$ cat src/rtl/regfile_write_buffer.sv
// rtl/regfile_write_buffer.sv - in-order write-back queue in front of a regfile write port, with youngest-match lookup
module regfile_write_buffer #(
    parameter int width = 32,
    parameter int n     = 5,
    parameter int depth = 4
) (
    input  logic                     clk,
    input  logic                     rst,
    input  logic                     enq_valid,
    output logic                     enq_ready,
    input  logic [n-1:0]             enq_index,
    input  logic [width-1:0]         enq_data,
    input  logic                     drain_en,
    output logic                     rf_writeEn,
    output logic [n-1:0]             rf_writeIndex,
    output logic [width-1:0]         rf_writeData,
    input  logic [n-1:0]             lookup_index,
    output logic                     lookup_hit,
    output logic [width-1:0]         lookup_data,
    output logic [$clog2(depth):0]   count
);
    localparam int aw = $clog2(depth);
    localparam logic [aw:0] full_count = (aw+1)'(depth);

    logic [aw:0]        head_q, head_d;
    logic [aw:0]        tail_q, tail_d;
    logic [n-1:0]       idx_q  [depth];
    logic [width-1:0]   data_q [depth];

    logic [aw:0]        count_w;
    logic               empty;
    logic               full;
    logic               enq_fire;
    logic [aw-1:0]      head_slot;
    logic [aw-1:0]      tail_slot;

    assign count_w   = tail_q - head_q;
    assign empty     = (count_w == '0);
    assign full      = (count_w == full_count);
    assign head_slot = head_q[aw-1:0];
    assign tail_slot = tail_q[aw-1:0];

    assign enq_ready  = !full && !rst;
    assign enq_fire   = enq_valid && enq_ready;
    assign rf_writeEn = !empty && drain_en && !rst;
    assign count      = count_w;

    always_comb begin
        rf_writeIndex = '0;
        rf_writeData  = '0;
        if (!empty) begin
            rf_writeIndex = idx_q[head_slot];
            rf_writeData  = data_q[head_slot];
        end
    end

    always_comb begin
        head_d = head_q;
        tail_d = tail_q;
        if (rf_writeEn) head_d = head_q + 1'b1;
        if (enq_fire)   tail_d = tail_q + 1'b1;
    end

    always_ff @(posedge clk) begin
        if (rst) begin
            head_q <= '0;
            tail_q <= '0;
        end else begin
            head_q <= head_d;
            tail_q <= tail_d;
        end
    end

    // Storage is never cleared; validity comes solely from the head..tail window.
    always_ff @(posedge clk) begin
        if (enq_fire) begin
            idx_q[tail_slot]  <= enq_index;
            data_q[tail_slot] <= enq_data;
        end
    end

    // Walk oldest to youngest so the last match seen is the youngest pending write.
    logic [aw-1:0] scan_slot;
    always_comb begin
        lookup_hit  = 1'b0;
        lookup_data = '0;
        scan_slot   = '0;
        for (int i = 0; i < depth; i++) begin
            scan_slot = head_slot + aw'(i);
            if (!rst && ((aw+1)'(i) < count_w) && (idx_q[scan_slot] == lookup_index)) begin
                lookup_hit  = 1'b1;
                lookup_data = data_q[scan_slot];
            end
        end
    end
endmodule
$ cat config.mk
export PLATFORM = sky130hd
export DESIGN_NAME = regfile_write_buffer
export DESIGN_NICKNAME = d
export VERILOG_FILES = /design/src/rtl/regfile_write_buffer.sv
export SDC_FILE = /design/constraint.sdc
export NUM_CORES = 1
export LEC_CHECK = 0
export CORE_MARGIN = 1
export CORE_UTILIZATION = 50
export DETAILED_ROUTE_END_ITERATION = 10
export PLACE_DENSITY = 0.84
export SLEW_MARGIN = 20
export SYNTH_ARGS = -nofsm -noshare
export SYNTH_HDL_FRONTEND = slang
export SYNTH_SLANG_ARGS = --single-unit
$ cat constraint.sdc
create_clock -name clk -period 5.1 [get_ports clk]
set_input_delay 0.51 -clock clk [delete_from_list [all_inputs] [get_ports clk]]
set_output_delay 0.51 -clock clk [all_outputs]
set_load 0.02 [all_outputs]
## Word level (Yosys, flattened, before mapping)

Memories as Yosys holds them, arrays and structs flattened. A register that Yosys moved wholly into a read port is not among the register bits.
Index checks and enable logic that the tools add are counted.

- Add/subtract/negate cells: 6
- Order comparisons: 4
- Eq/ne operators: 5
- Multiplexer cells: 16
- Reductions and logical operators: 16

Operator list:

| cell | count |
|---|---|
| 32-bit two-way mux | 5 |
| 5-bit equality test | 4 |
| 1-bit logical AND | 12 |
| 2-bit two-way mux | 4 |
| 3-bit by 1-bit adder with 3-bit output, second input constant | 2 |
| 1-bit by 3-bit less-than comparator with 1-bit output, first input constant | 2 |
| 2-bit by 3-bit less-than comparator with 1-bit output, first input constant | 2 |
| 1-bit two-way mux | 6 |
| 5-bit two-way mux | 1 |
| 2-bit adder, second input constant | 2 |
| 3-bit equality test, second input constant | 1 |
| 1-bit zero test | 3 |
| 3-bit zero test | 1 |
| 3-bit subtractor | 1 |
| 2-bit by 1-bit adder with 2-bit output, second input constant | 1 |

- Flip-flop bits (word level): 6
- RAM bits: 148
- Input port bits: 46
- Output and inout port bits: 75
- Logic and storage cells: 51
- Memories kept: 2

Memories:

| memory | words | width | rd ports | clocked after memory_dff | write ports | line | source |
|---|---|---|---|---|---|---|---|
| data_q | 4 | 32 | 4 | 1 | 1 | 28 | `logic [width-1:0] data_q [depth];` |
| idx_q | 4 | 5 | 4 | 1 | 1 | 27 | `logic [n-1:0] idx_q [depth];` |

## Logic depth before layout (Yosys ltp)

- Depth after elaboration: 8
- Gate-level depth with buffers: 10
- Gate-level depth less buffers: 9

## Worst setup path before layout

OpenSTA, ideal clock, no wires.

- Path kind: register to output
- From: reg head_q[1]
- To: out lookup_data[10]
- Data arrival time: 3.171 ns
- Data required time: 4.590 ns
- Path slack: 1.419 ns
- Stages on the path, launching flop included: 9
- Path buffers: 1
- Cell sequence: dfxtp_1 -> ha_1 -> mux4_2 -> xnor2_1 -> nand2_1 -> nor4_2 -> buf_2 -> mux2_2 -> a222oi_1

- Word-level cells in the longest chain between the ends: 8
- Elaborated cells on any way between the ends: 25
- Classes of those cells: add/sub: 4; order compare: 4; eq/ne: 3; mux: 4; reduce/logical: 8; memory: 2

RTL lines:

| what | line | source |
|---|---|---|
| from (decl) | 25 | `logic [aw:0] head_q, head_d;` |
| from (signal assigned) | 66 | `head_q <= '0;` |
| from (signal assigned) | 69 | `head_q <= head_d;` |
| 3-bit subtractor | 37 | `assign count_w = tail_q - head_q;` |
| 1-bit by 3-bit less-than comparator with 1-bit output | 90 | `if (!rst && ((aw+1)'(i) < count_w) && (idx_q[scan_slot] == lookup_index)) begin` |
| 1-bit logical AND (2 in a row) | 90 |  |
| 32-bit two-way mux (3 in a row) | 90 |  |
| 32-bit two-way mux * | 90 |  |
| to (decl) | 19 | `output logic [width-1:0] lookup_data,` |

Mark *: on every way between the ends. The rest lies on a longest branch, timed or not.

## Worst setup path in the final report

- From: reg head_q[0]
- To: out lookup_data[4]

The elaborated chain is that of the path after synthesis.

==> flow_metrics.py <==
metrics = {
    "synthesis": {
        "ys_async_sr_fraction": 0,
        "synth_simple_gate_area_frac": 0.08481,
        "synth_fa_ha_area_frac": 0.009663,
        "synth_seq_cells": 156,
        "ys.flop_type": "edfxtp_1",
        "ys_seq_area_frac": 0.4679,
        "synthCells": 740,
        "synth_top_family_by_area": "multiplexers",
        "synth_most_common_cell": "edfxtp_1",
        "syn_area_um2": 9841,
        "avgSynthCellArea_um2": 13.30,
        "ys_types": 40,
        "synth_compound_area_frac": 0.07082,
        "synth_top_cell_area_share": 0.4516,
        "synth_area_leaders": "edfxtp_1 45%, mux4_2 18%, mux2_2 7.4%, mux2i_1 3.8%, a222oi_1 3.2%",
        "synth_edf_count": 148,
        "syn_nets": 793,
        "synth_xor_area_frac": 0.02467,
        "yosysTopAreaCell": "edfxtp_1",
        "synth_common_cells": "148 x edfxtp_1, 80 x mux4_2, 65 x mux2_2",
        "yosysWarnings": 0,
        "muxShareOfSynthArea": 0.2951,
    },
    "floorplan": {
        "die_y_um": 142.3,
        "initial_core_util": 0.5174,
        "die_w_um": 142.3,
        "ios": 121,
        "rows": 50,
        "coreArea_um2": 19020,
        "die-area_um2": 20250,
    },
    "timing": {
        "setup_viol": 0,
        "rsz0062_at_grt": "false",
        "max_freq_ghz": 0.2035,
        "hold_violations": 0,
        "skew_ns": 0.01195,
        "fin_crit_sh": 0.9638,
        "slew_violations": 0,
        "worst_pin_slew_ns": 1.077,
        "timing.slew.headroom": 0.2822,
        "setup_tns_ns": 0,
        "period_minus_slack_ns": 4.915,
    },
    "power": {
        "powerDensity_nw_per_um2": 403.4,
        "internal-power_uw": 3141,
        "p_clk_frac": 0.261,
        "swShare": 0.3428,
        "power_frac_comb": 0.415,
        "seqPwrFrac": 0.324,
        "p_total_uw": 4779,
        "p_sw_uw": 1639,
        "power.leakage_uw": 0.003679,
        "ir_worst_vdd_uv": 298.0,
    },
    "grt": {
        "grt_max_degree": 102,
        "first_global_vias": 6855,
        "grt_use_total": 0.2486,
        "overflow": 0,
        "grt_pass1_wl_mm": 37.55,
        "antenna_found_initial": 2,
    },
    "clock_network": {
        "post_cts_buffers": 0,
        "postCtsHoldBufs": 0,
        "clk_pin_slew_ns": 0.06,
        "clk_latency_ns": 0.41,
        "cts_root_buf": "clkbuf_16",
        "cts_sinks": 156,
        "ctsResizeCount": 0,
        "cts_tree": "yes",
        "numCtsBuffers": 17,
        "clk_path_buf_depth": 2,
        "ctsHtreeMaxLevel": 4,
    },
    "place": {
        "port_buffers": 120,
        "hpwl_mm": 15.38,
        "globalplace.congestion": 0.7856,
    },
    "worst_hold_path": {
        "hold_end": "head_q[2]$_SDFFE_PP0P_",
        "whs_path_depth": 2,
        "min_path_type": "flop to flop",
        "min_from": "head_q[2]$_SDFFE_PP0P_",
    },
    "job": {
        "drv_cap": 0,
    },
    "route": {
        "vias_per_cell": 6.260,
        "num_vias": 6936,
        "ant_nets": 0,
        "route.detailed.drc": 0,
        "firstDrtPassIters": 6,
        "post_drt_wl_per_cell_um": 21.78,
        "routed_wl_mm": 24.14,
        "detail_route.iter0.violations": 712,
    },
    "critical_path": {
        "path_class": "flop to primary output",
        "cp-start-kind": "flop",
        "cp_data_arrival_time_ns": 4.41,
        "rrSetupSlack_ns": 1.68,
        "timing.rr.start": "head_q[1]$_SDFFE_PP0P_",
        "required_ns": 4.59,
        "rr_endpoint": "data_q[0][19]$_DFFE_PP_",
        "r2r_cells": 5,
        "end_kind": "primary output",
        "worst-path-max-fanout": 33,
    },
    "layout": {
        "finalNetCount": 888,
        "final_core_util": 0.6229,
        "areaGrowthSynthToFinish_pct": 20.38,
        "drive_gt1_frac": 0.2503,
    },
    "status": {
        "outcome": "finished, final reports clean",
    },
}
-- routing by layer --
layer	wire (um)	vias up	track usage
met1	9510	3484	0.3115
li1	-	3087	-
met5	0	-	0
met2	12430	323	0.4234
met3	1643	42	0.04542
met4	548	0	0.1075
-- registers in the layout, summed over array words and instances (netlist names), named ones only --
signal,flops
idx_q,20
head_q,3
data_q,128
tail_q,3
-- stage by stage --
step / worst slack (ns) / hold slack [ns] / instances / area, um2
after floorplan: 1.419 / 0.4808 / 740 / 9841
after global placement: 0.6380 / 0.4947 / 1073 / 11230
after detailed placement: 0.6043 / 0.5079 / 1073 / 11230
after CTS: 0.1527 / 0.5312 / 1104 / 11810
after global routing: 0.01931 / 0.5642 / 1108 / 11850
final: 0.1848 / 0.5358 / 1108 / 11850
-- worst max-delay path, stage by stage (launching register included) --
cell and delay [ns]:
dfxtp_4 0.59, buf_4 0.37, mux4_2 0.55, xnor2_1 0.17
nand3_1 0.15, a211oi_4 0.33, buf_4 0.34, nor2_4 0.24
a222oi_1 0.54, clkdlybuf4s50_1 0.70
-- layout make-up --
class                      instances  area, um2
clock inverter                    12      148.9
inverter                          38      142.6
clock buffer                      19      432.9
antenna                            1      2.502
fill                            1447       7172
sequential                       156       4614
timing repair buffer             140       1355
tap                              260      325.3
multi-input combinational        482       4825
-- how the worst max path moves through the flow --
stage / startpoint / end / slack (ns) / cells after the start
3_5_place_dp: head_q[0]$_SDFFE_PP0P_ / lookup_data[23] / 0.60 / 9
4_1_cts: head_q[0]$_SDFFE_PP0P_ / lookup_data[23] / 0.15 / 9
5_1_grt: head_q[0]$_SDFFE_PP0P_ / lookup_data[1] / 0.02 / 9
6_report: head_q[0]$_SDFFE_PP0P_ / lookup_data[4] / 0.18 / 9
2_1_floorplan: head_q[1]$_SDFFE_PP0P_ / lookup_data[10] / 1.42 / 8
3_3_place_gp: head_q[0]$_SDFFE_PP0P_ / lookup_data[4] / 0.64 / 9
-- power groups by stage --
stage               registers [uW]  clock network, uW  logic [uW]
detailed placement            1580                  0        1970
finish                        1550               1250        1980
global route                  1560               1300        2130
global placement              1570                  0        1940
CTS                           1550               1250        1980
floorplan                     1520                  0        1360
-- cell families (layout without fill, tap and decap cells) --
logic type,after synthesis,after routing
AND/OR/NAND/NOR,165,165
other,0,1
flip-flops,156,156
multiplexers,182,182
buffers and inverters,102,209
AO/OA/AOI/OAI,102,102
XOR/XNOR,26,26
adder cells (fa/ha/maj),7,7
-- placed cells by master, fill, tap and decap left out, types with 3 or more instances in the layout --
cell	synthesis	final
buf_4	0	19
and3_2	0	3
clkinv_2	0	3
nand2_1	38	38
a21oi_1	34	34
edfxtp_1	148	148
o21ai_0	32	32
a222oi_1	31	31
nor2b_1	37	37
dfxtp_1	8	4
clkdlybuf4s50_1	0	120
nand3_1	36	36
ha_1	6	5
clkinvlp_4	0	3
mux2_2	65	65
mux4_2	80	80
bufinv_16	0	3
mux2i_1	37	37
nor2_1	38	38
xor2_1	9	9
clkbuf_16	0	17
inv_1	38	38
xnor2_1	16	16
(Power assumes the default switching activity.)
